**src/rtl/bmain_arbiter.sv**
```systemverilog
// Two-requester bus master arbiter (fetch1 / memory1) with alternating
// tie-break, bus error relay and a per-phase stall timeout.
module bmain_arbiter #(
    parameter logic [15:0] TIMEOUT = 16'd255
) (
    input  logic        clk_core,
    input  logic        reset_n,
    input  logic        fe1_cvalid,
    output logic        bmain_cready_fe1,
    input  logic [26:0] fe1_addr,
    input  logic        fe1_rready,
    output logic        bmain_rvalid_fe1,
    output logic        bmain_error_fe1,
    input  logic        fe1_eack,
    input  logic        mem1_cvalid,
    output logic        bmain_cready_mem1,
    input  logic        mem1_cmd,
    input  logic [26:0] mem1_addr,
    input  logic        mem1_rready,
    output logic        bmain_rvalid_mem1,
    input  logic        mem1_wvalid,
    output logic        bmain_wready_mem1,
    input  logic [31:0] mem1_wdata,
    output logic        bmain_error_mem1,
    input  logic        mem1_eack,
    output logic        bmain_cvalid,
    output logic        bmain_cmd,
    output logic [26:0] bmain_addr,
    input  logic        bus_cready,
    input  logic        bus_rvalid,
    input  logic        bus_rlast,
    output logic        bmain_rready,
    output logic        bmain_wvalid,
    output logic [31:0] bmain_wdata,
    input  logic        bus_wready,
    input  logic        bus_error,
    output logic        bmain_eack
);

    typedef enum logic [2:0] {IDLE, CMD, RDATA, WDATA, ERR} state_t;

    state_t      state, state_nx;
    logic        owner, owner_nx;   // 0 = fe1, 1 = mem1
    logic        lg, lg_nx;
    logic        err_syn, err_syn_nx;
    logic [15:0] cnt, cnt_nx, cnt_inc;

    logic        o_cvalid, o_cmd, o_rready, o_eack;
    logic [26:0] o_addr;
    logic        hs, busy, tmo;
    logic        x_cready, x_rvalid, x_wready, x_error;

    assign o_cvalid = owner ? mem1_cvalid : fe1_cvalid;
    assign o_cmd    = owner ? mem1_cmd    : 1'b1;
    assign o_addr   = owner ? mem1_addr   : fe1_addr;
    assign o_rready = owner ? mem1_rready : fe1_rready;
    assign o_eack   = owner ? mem1_eack   : fe1_eack;

    assign busy    = (state == CMD) || (state == RDATA) || (state == WDATA);
    assign cnt_inc = (cnt == 16'hFFFF) ? cnt : cnt + 16'd1;
    assign tmo     = (TIMEOUT != 16'd0) && (cnt_inc == TIMEOUT);

    always_comb begin
        hs = 1'b0;
        unique case (state)
            CMD:     hs = o_cvalid & bus_cready;
            RDATA:   hs = bus_rvalid & o_rready;
            WDATA:   hs = mem1_wvalid & bus_wready;
            default: hs = 1'b0;
        endcase
    end

    always_ff @(posedge clk_core or negedge reset_n) begin
        if (!reset_n) begin
            state   <= IDLE;
            owner   <= 1'b0;
            lg      <= 1'b0;
            err_syn <= 1'b0;
            cnt     <= 16'd0;
        end else begin
            state   <= state_nx;
            owner   <= owner_nx;
            lg      <= lg_nx;
            err_syn <= err_syn_nx;
            cnt     <= cnt_nx;
        end
    end

    always_comb begin
        state_nx   = state;
        owner_nx   = owner;
        lg_nx      = lg;
        err_syn_nx = err_syn;
        unique case (state)
            IDLE: begin
                if (fe1_cvalid | mem1_cvalid) begin
                    owner_nx = (fe1_cvalid & mem1_cvalid) ? ~lg : mem1_cvalid;
                    lg_nx    = owner_nx;
                    state_nx = CMD;
                end
            end
            CMD, RDATA, WDATA: begin
                if (bus_error) begin
                    err_syn_nx = 1'b0;
                    state_nx   = o_eack ? IDLE : ERR;
                end else if (hs) begin
                    if (state == CMD)
                        state_nx = o_cmd ? RDATA : WDATA;
                    else if ((state == WDATA) || bus_rlast)
                        state_nx = IDLE;
                end else if ((state == CMD) && !o_cvalid) begin
                    state_nx = IDLE;
                end else if (tmo) begin
                    err_syn_nx = 1'b1;
                    state_nx   = ERR;
                end
            end
            ERR: begin
                if (o_eack)
                    state_nx = IDLE;
            end
            default: state_nx = IDLE;
        endcase
    end

    // Stall counter restarts on every phase change or completed beat.
    always_comb begin
        if ((state_nx != state) || hs)
            cnt_nx = 16'd0;
        else if (busy)
            cnt_nx = cnt_inc;
        else
            cnt_nx = cnt;
    end

    always_comb begin
        bmain_cvalid = 1'b0;
        bmain_cmd    = 1'b0;
        bmain_addr   = 27'd0;
        bmain_rready = 1'b0;
        bmain_wvalid = 1'b0;
        bmain_wdata  = 32'd0;
        bmain_eack   = 1'b0;
        x_cready     = 1'b0;
        x_rvalid     = 1'b0;
        x_wready     = 1'b0;
        x_error      = 1'b0;
        unique case (state)
            CMD: begin
                bmain_cvalid = o_cvalid;
                bmain_cmd    = o_cmd;
                bmain_addr   = o_addr;
                x_cready     = bus_cready;
            end
            RDATA: begin
                bmain_rready = o_rready;
                x_rvalid     = bus_rvalid;
            end
            WDATA: begin
                bmain_wvalid = mem1_wvalid;
                bmain_wdata  = mem1_wdata;
                x_wready     = bus_wready;
            end
            ERR: begin
                x_error    = 1'b1;
                bmain_eack = o_eack & ~err_syn;
            end
            default: ;
        endcase
        if (busy && bus_error) begin
            x_error    = 1'b1;
            bmain_eack = o_eack;
        end
    end

    assign bmain_cready_fe1  = ~owner & x_cready;
    assign bmain_cready_mem1 =  owner & x_cready;
    assign bmain_rvalid_fe1  = ~owner & x_rvalid;
    assign bmain_rvalid_mem1 =  owner & x_rvalid;
    assign bmain_wready_mem1 =  owner & x_wready;
    assign bmain_error_fe1   = ~owner & x_error;
    assign bmain_error_mem1  =  owner & x_error;

endmodule

```
**config.mk**
```make
export PLATFORM = sky130hd
export DESIGN_NAME = bmain_arbiter
export DESIGN_NICKNAME = d
export VERILOG_FILES = /design/src/rtl/bmain_arbiter.sv
export SDC_FILE = /design/constraint.sdc
export NUM_CORES = 1
export LEC_CHECK = 0
export ABC_AREA = 1
export CAP_MARGIN = 20
export CORE_UTILIZATION = 25
export CTS_CLUSTER_SIZE = 16
export DETAILED_ROUTE_END_ITERATION = 10
export GPL_ROUTABILITY_DRIVEN = 0
export SETUP_SLACK_MARGIN = 0.3
export SLEW_MARGIN = 0
export SYNTH_ARGS = -nofsm -noshare
export SYNTH_HDL_FRONTEND = slang
export SYNTH_SLANG_ARGS = --single-unit
export TNS_END_PERCENT = 50
```
**constraint.sdc**
```tcl
create_clock -name clk_core -period 5.1 [get_ports clk_core]
set_input_delay 0.765 -clock clk_core [delete_from_list [all_inputs] [get_ports clk_core]]
set_output_delay 0.765 -clock clk_core [all_outputs]
set_load 0.03 [all_outputs]
```
; ---- Yosys cells after proc, flatten, opt, wreduce, memory -nomap -nowiden
; Cells that the tools add are included.
[totals]
regBits = 21
latch_bits = 0
ramBits = 0
rom_bits = 0
output_inout_bits = 71
mem_count = 0
[classes]
addsub = 1
n_mul = 0
div = 0
order_cmp = 0
n_eq_ne = 9
shifts = 0
muxes = 38
bitwise = 15
n_reduce_logical = 13
[ops]
columns = op, n
row1 = 27-bit two-way mux, 2
row2 = 16-bit two-way mux, 3
row3 = 32-bit two-way mux, 1
row4 = 3-bit two-way mux, 9
row5 = 1-bit two-way mux, 21
row6 = "16-bit by 1-bit adder with 16-bit output, second input constant", 1
row7 = "16-bit equality test, second input constant", 1
row8 = "16-bit by 8-bit equality test with 1-bit output, second input constant", 1
row9 = 1-bit bitwise AND, 12
row10 = 3-bit case mux with 3 select lines, 1
row11 = "3-bit by 2-bit equality test with 1-bit output, second input constant", 2
row12 = 1-bit logical OR, 4
row13 = "2-bit != test, second input constant", 2
row14 = 4-bit AND reduction, 1
row15 = 2-bit nonzero test, 2
row16 = "3-bit by 1-bit equality test with 1-bit output, second input constant", 1
row17 = "3-bit equality test, second input constant", 1
row18 = 3-bit logical NOT, 1
row19 = 3-bit != test, 1
row20 = 1-bit case mux with 3 select lines, 1
row21 = 3-bit OR reduction, 1
row22 = 1-bit logical AND, 2
row23 = 1-bit inverter, 2
row24 = 2-bit AND reduction, 1
row25 = 2 further kinds, 2

; ---- Depth between registers and ports, before layout
; Gate-level depths: netlist of run 1.
[depth]
ltp_word = 11
depth_mapped = 19

; ---- Least setup slack after synthesis of run 1
; No wires, ideal clock.
[synth_path]
path_kind = input to register
start = input mem1_cvalid
end = register cnt[10]
t_arrival_ps = 2447
required_ps = 5031
slack_ps = 2584
stages = 14
n_path_buf = 1
cell_sequence = inv_1 -> nand2_1 -> o21a_1 -> inv_1 -> nor2_1 -> nand2_1 -> nand3_1 -> inv_1 -> nand2_1 -> nand2_1 -> a21oi_2 -> nand4_4 -> buf_6 -> nor2_2
[synth_via]
elab_chain_cells = 10
word_cells_on_any_way = 15
[synth_lines]
columns = element, line
row1 = "start, declared", 15  ; input logic mem1_cvalid,
row2 = "parallel branches: the longest is 8 deep, another holds 1-bit case mux with 3 select lines", -
row3 = 1-bit logical OR (*), 128  ; if ((state_nx != state) || hs)
row4 = 16-bit two-way mux / 2-bit nonzero test (equally long branches), -
row5 = "end signal, assigned", 85  ; cnt <= cnt_nx;
row6 = "end, declared", 46  ; logic [15:0] cnt, cnt_nx, cnt_inc;
; Every way passes the cells marked *.
; A chain may end at the register's enable or synchronous reset.

==> results.rst, run 1 <==
.. list-table::
   :header-rows: 1

   * - Metric
     - Value
   * - Hold-fix buffers, CTS
     - 0
   * - Detailed-placement wirelength estimate
     - 8.38 mm
   * - Worst vdd ir
     - 0.000251 V
   * - Proportion of netlist area held by the largest area contributor
     - 0.206
   * - Total of warnings raised by yosys
     - 0
   * - X dimension of the die
     - 103 µm
   * - Final cell area excluding filler cells
     - 4420 µm²
   * - Power share of the sequential group
     - 0.182
   * - Leading cell types by count after synthesis
     - 139 x sky130_fd_sc_hd__nand2_1, 83 x sky130_fd_sc_hd__nor2_1, 73 x sky130_fd_sc_hd__inv_1
   * - Reg2Reg Launch Point
     - lg$_DFFE_PN0P_
   * - NetSw
     - 1.08 mW
   * - Fraction of power consumed by combinational cells
     - 0.756
   * - Final Core Density
     - 0.450
   * - Number of CTS-inserted buffers
     - 3
   * - Maximum clock rate
     - 295 MHz
   * - Leakage dissipation
     - 2.00 nW
   * - Worst min-delay path category
     - reg -> reg
   * - Clock network latency to the later pin of the worst-skew pair
     - 0.27 ns
   * - Syn_nets
     - 580
   * - CTS tree
     - yes
   * - Pint
     - 0.822 mW
   * - Reg2Reg Depth
     - 12
   * - Post-route clock skew
     - 0.00331 ns
   * - Mean Syn Cell Area
     - 5.34 µm²
   * - Total congestion overflow
     - 0
   * - Initial drt markers
     - 155
   * - Antenna Nets Post-Route
     - 0
   * - Standard cell core area
     - 9820 µm²
   * - Area post-placement
     - 4360 µm²
   * - FF+latch count, synth
     - 21
   * - Detailed-routing iteration count for the pre-antenna-repair pass
     - 5
   * - Wire length per cell
     - 13.7 µm
   * - Result of the run
     - complete, no violations
   * - Largest driver fanout on the critical path
     - 20
   * - Reg-to-reg slack, setup
     - 2.08 ns
   * - CTS clock-pin slew for the worst setup and hold paths
     - 0.08 ns
   * - Share of the clock period used by the worst path
     - 0.665
   * - Mapped Cells
     - 478
   * - Post-synthesis to final-layout area growth
     - 73.2%
   * - Cell depth of the worst min-delay path
     - 2
   * - Max-capacitance violation count
     - 0
   * - Required time reported for the critical path endpoint
     - 4.34 ns
   * - Hold violation total from the final report
     - 0
   * - Number of rows in the core area
     - 36
   * - Final critical-path required period
     - 3.39 ns
   * - Nets
     - 741
   * - Die area
     - 10,600 µm²
   * - Diodes inserted
     - 0
   * - Startpoint Class
     - flop
   * - Antenna violations before repair
     - 0
   * - Count of port buffers added during placement
     - 171
   * - Pin count of the biggest net entering global routing
     - 36
   * - Worst path arrival time
     - 2.63 ns
   * - Effective utilization at floorplan
     - 0.260
   * - Vias in the first global route
     - 3,223
   * - Htree depth
     - 1
   * - Sw frac
     - 0.567
   * - Slew headroom
     - 0.556
   * - Number of clock sinks seen by CTS
     - 21
   * - Unrepaired setup endpoints after global routing
     - no
   * - Residual DRC
     - 0
   * - Via total after detailed routing
     - 3,416
   * - Cell type contributing the most total cell area after synthesis
     - sky130_fd_sc_hd__dfrtp_1
   * - End of the worst hold path
     - err_syn$_DFFE_PN0P_
   * - Fraction of final layout cells with drive strength greater than 1
     - 0.0549
   * - Number of failing setup endpoints in the final timing report
     - 0
   * - I/O pin count
     - 172
   * - Share of the yosys chip area belonging to registers
     - 0.206
   * - Clock tree root buffer cell
     - sky130_fd_sc_hd__clkbuf_8
   * - Slew at the pin closest to its max-slew limit
     - 0.666 ns
   * - Buffers from clock root to sink, at most
     - 2
   * - Global-route wire length before repair
     - 16.1 mm
   * - Number of enable flip-flop cells after synthesis
     - 0
   * - Reg-to-reg endpoint
     - cnt[4]$_DFFE_PN0P_
   * - Via-to-Cell Ratio
     - 4.43
   * - Setup tns final
     - 0 ns
   * - Leading post-synthesis cells by cell area
     - sky130_fd_sc_hd__dfrtp_1 21%, sky130_fd_sc_hd__nand2_1 20%, sky130_fd_sc_hd__nor2_1 12%, sky130_fd_sc_hd__inv_1 11%, sky130_fd_sc_hd__a21oi_1 6.3%
   * - Share of total power in the clock network
     - 0.062
   * - CTS-repair resized insts
     - 0
   * - Post-synthesis async set-or-reset flop share
     - 1.00
   * - Total power density per cell area
     - 430 nW/µm²
   * - Post-CTS Setup Repair Bufs
     - 0
   * - Origin of the worst min-delay path
     - err_syn$_DFFE_PN0P_
   * - Endpoint type of the worst setup path
     - output pin
   * - Max-slew violation count
     - 0
   * - Die height
     - 103 µm
   * - Path type of the worst setup path
     - reg -> out
   * - Synth Flop Type
     - sky130_fd_sc_hd__dfrtp_1
   * - Post-synth design cell area
     - 2550 µm²
   * - Most frequent cell after synthesis
     - sky130_fd_sc_hd__nand2_1
   * - Global-route total usage across every layer
     - 0.194
   * - Final WL
     - 10.5 mm
   * - Synth cell types
     - 32
   * - Design Power
     - 1.90 mW
placed cells by master (no fill, tap or decap), types with 12 or more instances in the layout:
cell type,netlist,layout
sky130_fd_sc_hd__nor2_2,12,12
sky130_fd_sc_hd__clkdlybuf4s50_1,0,171
sky130_fd_sc_hd__nand2_1,139,139
sky130_fd_sc_hd__nand3_1,28,28
sky130_fd_sc_hd__inv_1,73,73
sky130_fd_sc_hd__a21oi_1,32,32
sky130_fd_sc_hd__dfrtp_1,21,21
sky130_fd_sc_hd__nor2_1,83,83
sky130_fd_sc_hd__o21ai_0,28,28
area by class of cell:
cell class / instances / area, µm²
fill: 1071 / 5400
timing repair buffer: 175 / 1750
inverter: 80 / 303
multi-input combinational: 358 / 1630
clock buffer: 4 / 45.0
sequential: 21 / 526
tap: 133 / 166
through the flow:
stage	hold slack [ns]	cells	setup WS, ns
floorplan	0.469	478	2.58
global placement	0.554	766	1.95
detailed placement	0.578	766	1.97
CTS	0.593	770	1.66
global route	0.654	771	1.51
finish	0.588	771	1.71
registers in the layout (all words and copies together), names as in the netlist:
signal	cells
cnt	16
state	3
lg	1
err_syn	1
power by group through the flow:
stage	logic, mW	clock network (mW)	registers (mW)
4_1_cts	1.44	0.121	0.345
3_3_place_gp	1.43	0	0.347
6_report	1.44	0.118	0.345
2_1_floorplan	0.998	0	0.293
5_1_grt	1.59	0.128	0.358
3_5_place_dp	1.43	0	0.345
per-layer routing:
| layer | GRT usage | part of all wire | routed length [µm] | vias to the layer above |
|---|---|---|---|---|
| met4 | 0.0477 | 0.019 | 201 | 0 |
| met5 | 0 | 0 | 0 | - |
| li1 | - | - | - | 1790 |
| met1 | 0.239 | 0.44 | 4600 | 1506 |
| met3 | 0.0773 | 0.086 | 906 | 16 |
| met2 | 0.316 | 0.46 | 4820 | 104 |
critical path: stages, from the launching register on:
cell	delay [ns]
sky130_fd_sc_hd__dfrtp_1	0.73
sky130_fd_sc_hd__buf_4	0.33
sky130_fd_sc_hd__clkinv_1	0.10
sky130_fd_sc_hd__or2_2	0.27
sky130_fd_sc_hd__o21ai_0	0.11
sky130_fd_sc_hd__inv_1	0.11
sky130_fd_sc_hd__nand2_1	0.07
sky130_fd_sc_hd__nor2_1	0.04
sky130_fd_sc_hd__clkdlybuf4s50_1	0.60
worst max-delay path by stage:
stage	slack (ns)	cells after the start	start	endpoint
2_1_floorplan	2.58	14	mem1_cvalid	cnt[10]$_DFFE_PN0P_
3_3_place_gp	1.95	7	mem1_eack	bmain_eack
3_5_place_dp	1.97	7	mem1_eack	bmain_eack
4_1_cts	1.66	8	lg$_DFFE_PN0P_	bmain_eack
5_1_grt	1.51	8	lg$_DFFE_PN0P_	bmain_eack
6_report	1.71	8	lg$_DFFE_PN0P_	bmain_eack
cells by family after synthesis:
kind of cell,after synthesis,synth area share
AOI/OAI and AO/OA,69,0.139
buffers and inverters,99,0.154
adders and majority gates,1,0.00490
xor gates and xnor gates,3,0.0103
and+or+nand+nor,285,0.486
DFF,21,0.206
Note: power is estimated with default switching activity, not from simulation.
==> run 2: changes to the inputs <==
clock period = 3.2 ns   (was 5.1 ns; I/O delays follow)
==> run 2 against run 1 <==
Highest routed layer unchanged; hold slack lost 0.087 ns; cell area grew 0.71%; flip-flop and latch count is the same; routed wire length grew 1.6%; final cell count grew 0.39%; largest cell class unchanged.
==> results.rst, run 2 (synthesis gave the netlist of run 1 again) <==
.. list-table::
   :header-rows: 1

   * - Metric
     - Value
   * - Fraction of power consumed by combinational cells
     - 0.774 (was 0.756)
   * - Top delay family on crit path
     - buffers and inverters (unchanged)
   * - Max-slew violation count
     - 0 (unchanged)
   * - Number of rows in the core area
     - 36 (unchanged)
   * - Die area
     - 10,600 µm² (unchanged)
   * - Standard cell core area
     - 9820 µm² (unchanged)
   * - Total of fill cells in the finished design
     - 1,069 (was 1,071)
   * - Pint
     - 1.36 mW (was 0.822 mW)
   * - I/O pin count
     - 172 (unchanged)
   * - X dimension of the die
     - 103 µm (unchanged)
   * - Number of flip-flops in the largest register
     - 16 (unchanged)
   * - Count of buffering cells on the critical path with inverters included
     - 3 (was 4)
   * - Number of CTS-inserted buffers
     - 3 (unchanged)
   * - Wire length per cell
     - 13.8 µm (was 13.7 µm)
   * - Setup tns final
     - 0 ns (unchanged)
   * - Pin count of the biggest net entering global routing
     - 36 (unchanged)
   * - Hold violation total from the final report
     - 0 (unchanged)
   * - Share of total power in the clock network
     - 0.059 (was 0.062)
   * - Diodes inserted
     - 0 (unchanged)
   * - Worst vdd ir
     - 0.000345 V (was 0.000251 V)
   * - Die height
     - 103 µm (unchanged)
   * - CTS tree
     - yes (unchanged)
   * - Required time reported for the critical path endpoint
     - 2.72 ns (was 4.34 ns)
   * - Antenna Nets Post-Route
     - 0 (unchanged)
   * - Area taken by multi-input logic gates
     - 1630 µm² (unchanged)
   * - Leading cell type in the layout, fill and taps excluded
     - sky130_fd_sc_hd__clkdlybuf4s50_1 (unchanged)
   * - Startpoint Class
     - flop (unchanged)
   * - Detailed-routing iteration count for the pre-antenna-repair pass
     - 4 (was 5)
   * - Fraction of final layout cells with drive strength greater than 1
     - 0.0655 (was 0.0549)
   * - Commonest cells after routing, fill and taps aside
     - 167 x sky130_fd_sc_hd__clkdlybuf4s50_1, 139 x sky130_fd_sc_hd__nand2_1, 83 x sky130_fd_sc_hd__nor2_1, 73 x sky130_fd_sc_hd__inv_1, 32 x sky130_fd_sc_hd__a21oi_1 (was 171 x sky130_fd_sc_hd__clkdlybuf4s50_1, 139 x sky130_fd_sc_hd__nand2_1, 83 x sky130_fd_sc_hd__nor2_1, 73 x sky130_fd_sc_hd__inv_1, 32 x sky130_fd_sc_hd__a21oi_1)
   * - Share of the clock period used by the worst path
     - 0.861
   * - Registers with the highest flip-flop counts
     - cnt (16), state (3) (unchanged)
   * - Sw frac
     - 0.565 (was 0.567)
   * - Endpoint type of the worst setup path
     - output pin (unchanged)
   * - Max-capacitance violation count
     - 0 (unchanged)
   * - Number of failing setup endpoints in the final timing report
     - 0 (unchanged)
   * - Post-route clock skew
     - 0.00232 ns (was 0.00331 ns)
   * - Via total after detailed routing
     - 3,439 (was 3,416)
   * - Final WL
     - 10.7 mm (was 10.5 mm)
   * - Slew headroom
     - 0.573 (was 0.556)
   * - Leakage dissipation
     - 2.05 nW (was 2.00 nW)
   * - Antenna violations before repair
     - 0 (unchanged)
   * - Initial drt markers
     - 196 (was 155)
   * - Effective utilization at floorplan
     - 0.260 (unchanged)
   * - Post-synthesis to final-layout area growth
     - 74.4% (was 73.2%)
   * - Global-route total usage across every layer
     - 0.201 (was 0.194)
   * - Clock tree root buffer cell
     - sky130_fd_sc_hd__clkbuf_8 (unchanged)
   * - CTS clock-pin slew for the worst setup and hold paths
     - 0.08 ns (about the same)
   * - Clock network latency to the later pin of the worst-skew pair
     - 0.27 ns (about the same)
   * - Worst hold slack across all endpoints
     - 0.502 ns (was 0.588 ns)
   * - Power share of the sequential group
     - 0.168 (was 0.182)
   * - Vias in the first global route
     - 3,381 (was 3,223)
   * - Largest Register
     - cnt (unchanged)
   * - Number of clock sinks seen by CTS
     - 21 (unchanged)
   * - Maximum clock rate
     - 363 MHz
   * - Slew at the pin closest to its max-slew limit
     - 0.640 ns (was 0.666 ns)
   * - Result of the run
     - complete, no violations (unchanged)
   * - Buffers from clock root to sink, at most
     - 2 (unchanged)
   * - NetSw
     - 1.76 mW (was 1.08 mW)
   * - Htree depth
     - 1 (unchanged)
   * - Count of port buffers added during placement
     - 171 (unchanged)
   * - Worst min-delay path category
     - in -> async (was reg -> reg)
   * - Final critical-path required period
     - 2.75 ns
   * - Footprint of the flip-flops and latches
     - 526 µm² (unchanged)
   * - Largest driver fanout on the critical path
     - 34 (was 20)
   * - Unrepaired setup endpoints after global routing
     - yes (was no)
   * - Cells along the critical path
     - inv_1, nor3_1, inv_2, nor2_1, clkdlybuf4s50_1 (was buf_4, clkinv_1, or2_2, o21ai_0, inv_1, nand2_1, nor2_1, clkdlybuf4s50_1)
   * - Cell with the largest stage delay on the worst path
     - sky130_fd_sc_hd__clkdlybuf4s50_1 (was sky130_fd_sc_hd__dfrtp_1)
   * - Residual DRC
     - 0 (unchanged)
   * - Path type of the worst setup path
     - reg -> out (unchanged)
   * - CP peak stage delay
     - 0.71 ns (was 0.73 ns)
   * - Nets
     - 744 (was 741)
   * - Total power density per cell area
     - 700 nW/µm² (was 430 nW/µm²)
   * - Via-to-Cell Ratio
     - 4.44 (was 4.43)
   * - Total congestion overflow
     - 0 (unchanged)
   * - Global-route wire length before repair
     - 16.7 mm (was 16.1 mm)
   * - Detailed-placement wirelength estimate
     - 8.58 mm (was 8.38 mm)
   * - Worst path arrival time
     - 2.27 ns (was 2.63 ns)
==> run 2: cell types whose count changed in the layout (fill, tap and decap cells not counted), sizes merged <==
cell / change
clkbuf: -1
clkdlybuf4s50: -4
dlymetal6s2s: +1
buf: +6
clkinv: +1
==> run 2: final cells by class <==
| class | count | area share |
|---|---|---|
| repair buffers | 178 | 0.399 |
| multi-input cells | 358 | 0.367 |
| clock buffers | 3 | 0.00927 |
| inverters | 80 | 0.0680 |
| well taps | 133 | 0.0374 |
| flip-flops and latches | 21 | 0.118 |
| clock inverters | 1 | 0.00112 |
==> run 2: layer usage <==
layer  up-vias  global-route usage  part of all wire
met5         -                   0                 0
met4         0              0.0423             0.014
met3        17              0.0793             0.093
met2       130               0.331              0.47
met1      1500               0.247              0.42
li1       1792                   -                 -
==> run 2: worst paths after layout <==
kind | from | end | slack (ns) | depth (start not counted)
worst min-delay path | reset_n | cnt[7]$_DFFE_PN0P_ | 0.50 | 1
worst max-delay path | state[1]$_DFF_PN0_ | bmain_wdata[3] | 0.45 | 5
worst min register to register | err_syn$_DFFE_PN0P_ | err_syn$_DFFE_PN0P_ | 0.58 | 2
worst max register to register | cnt[1]$_DFFE_PN0P_ | cnt[2]$_DFFE_PN0P_ | 0.58 | 17
max in group asynchronous | reset_n | cnt[1]$_DFFE_PN0P_ | 2.26 | 2
min in group clk_core | err_syn$_DFFE_PN0P_ | err_syn$_DFFE_PN0P_ | 0.58 | 2
==> run 2: through the flow <==
step                       util  area [µm²]  instances  total power, mW  worst slack, ns
after CTS                 0.450        4420        772             3.08            0.419
final                     0.454        4450        774             3.12            0.446
after floorplan               -        2550        478             2.06            0.864
after global routing      0.454        4450        774             3.40            0.266
after global placement    0.445        4370        768             2.88            0.595
after detailed placement  0.445        4370        768             2.88            0.541
==> run 2: power by group through the flow <==
stage / Sequential, mW / Combinational (mW) / Clock (mW)
CTS: 0.521 / 2.37 / 0.189
finish: 0.523 / 2.41 / 0.183
floorplan: 0.467 / 1.59 / 0
global placement: 0.525 / 2.36 / 0
detailed placement: 0.525 / 2.35 / 0
global route: 0.543 / 2.65 / 0.204
==> run 2: repair_timing <==
item | in CTS | in global routing
setup endpoints to repair | 0 | 27
gates resized for setup | 0 | 1
buffers inserted | 0 | 1
endpoints found under the hold margin | 0 | 0
hold buffers | 0 | 0
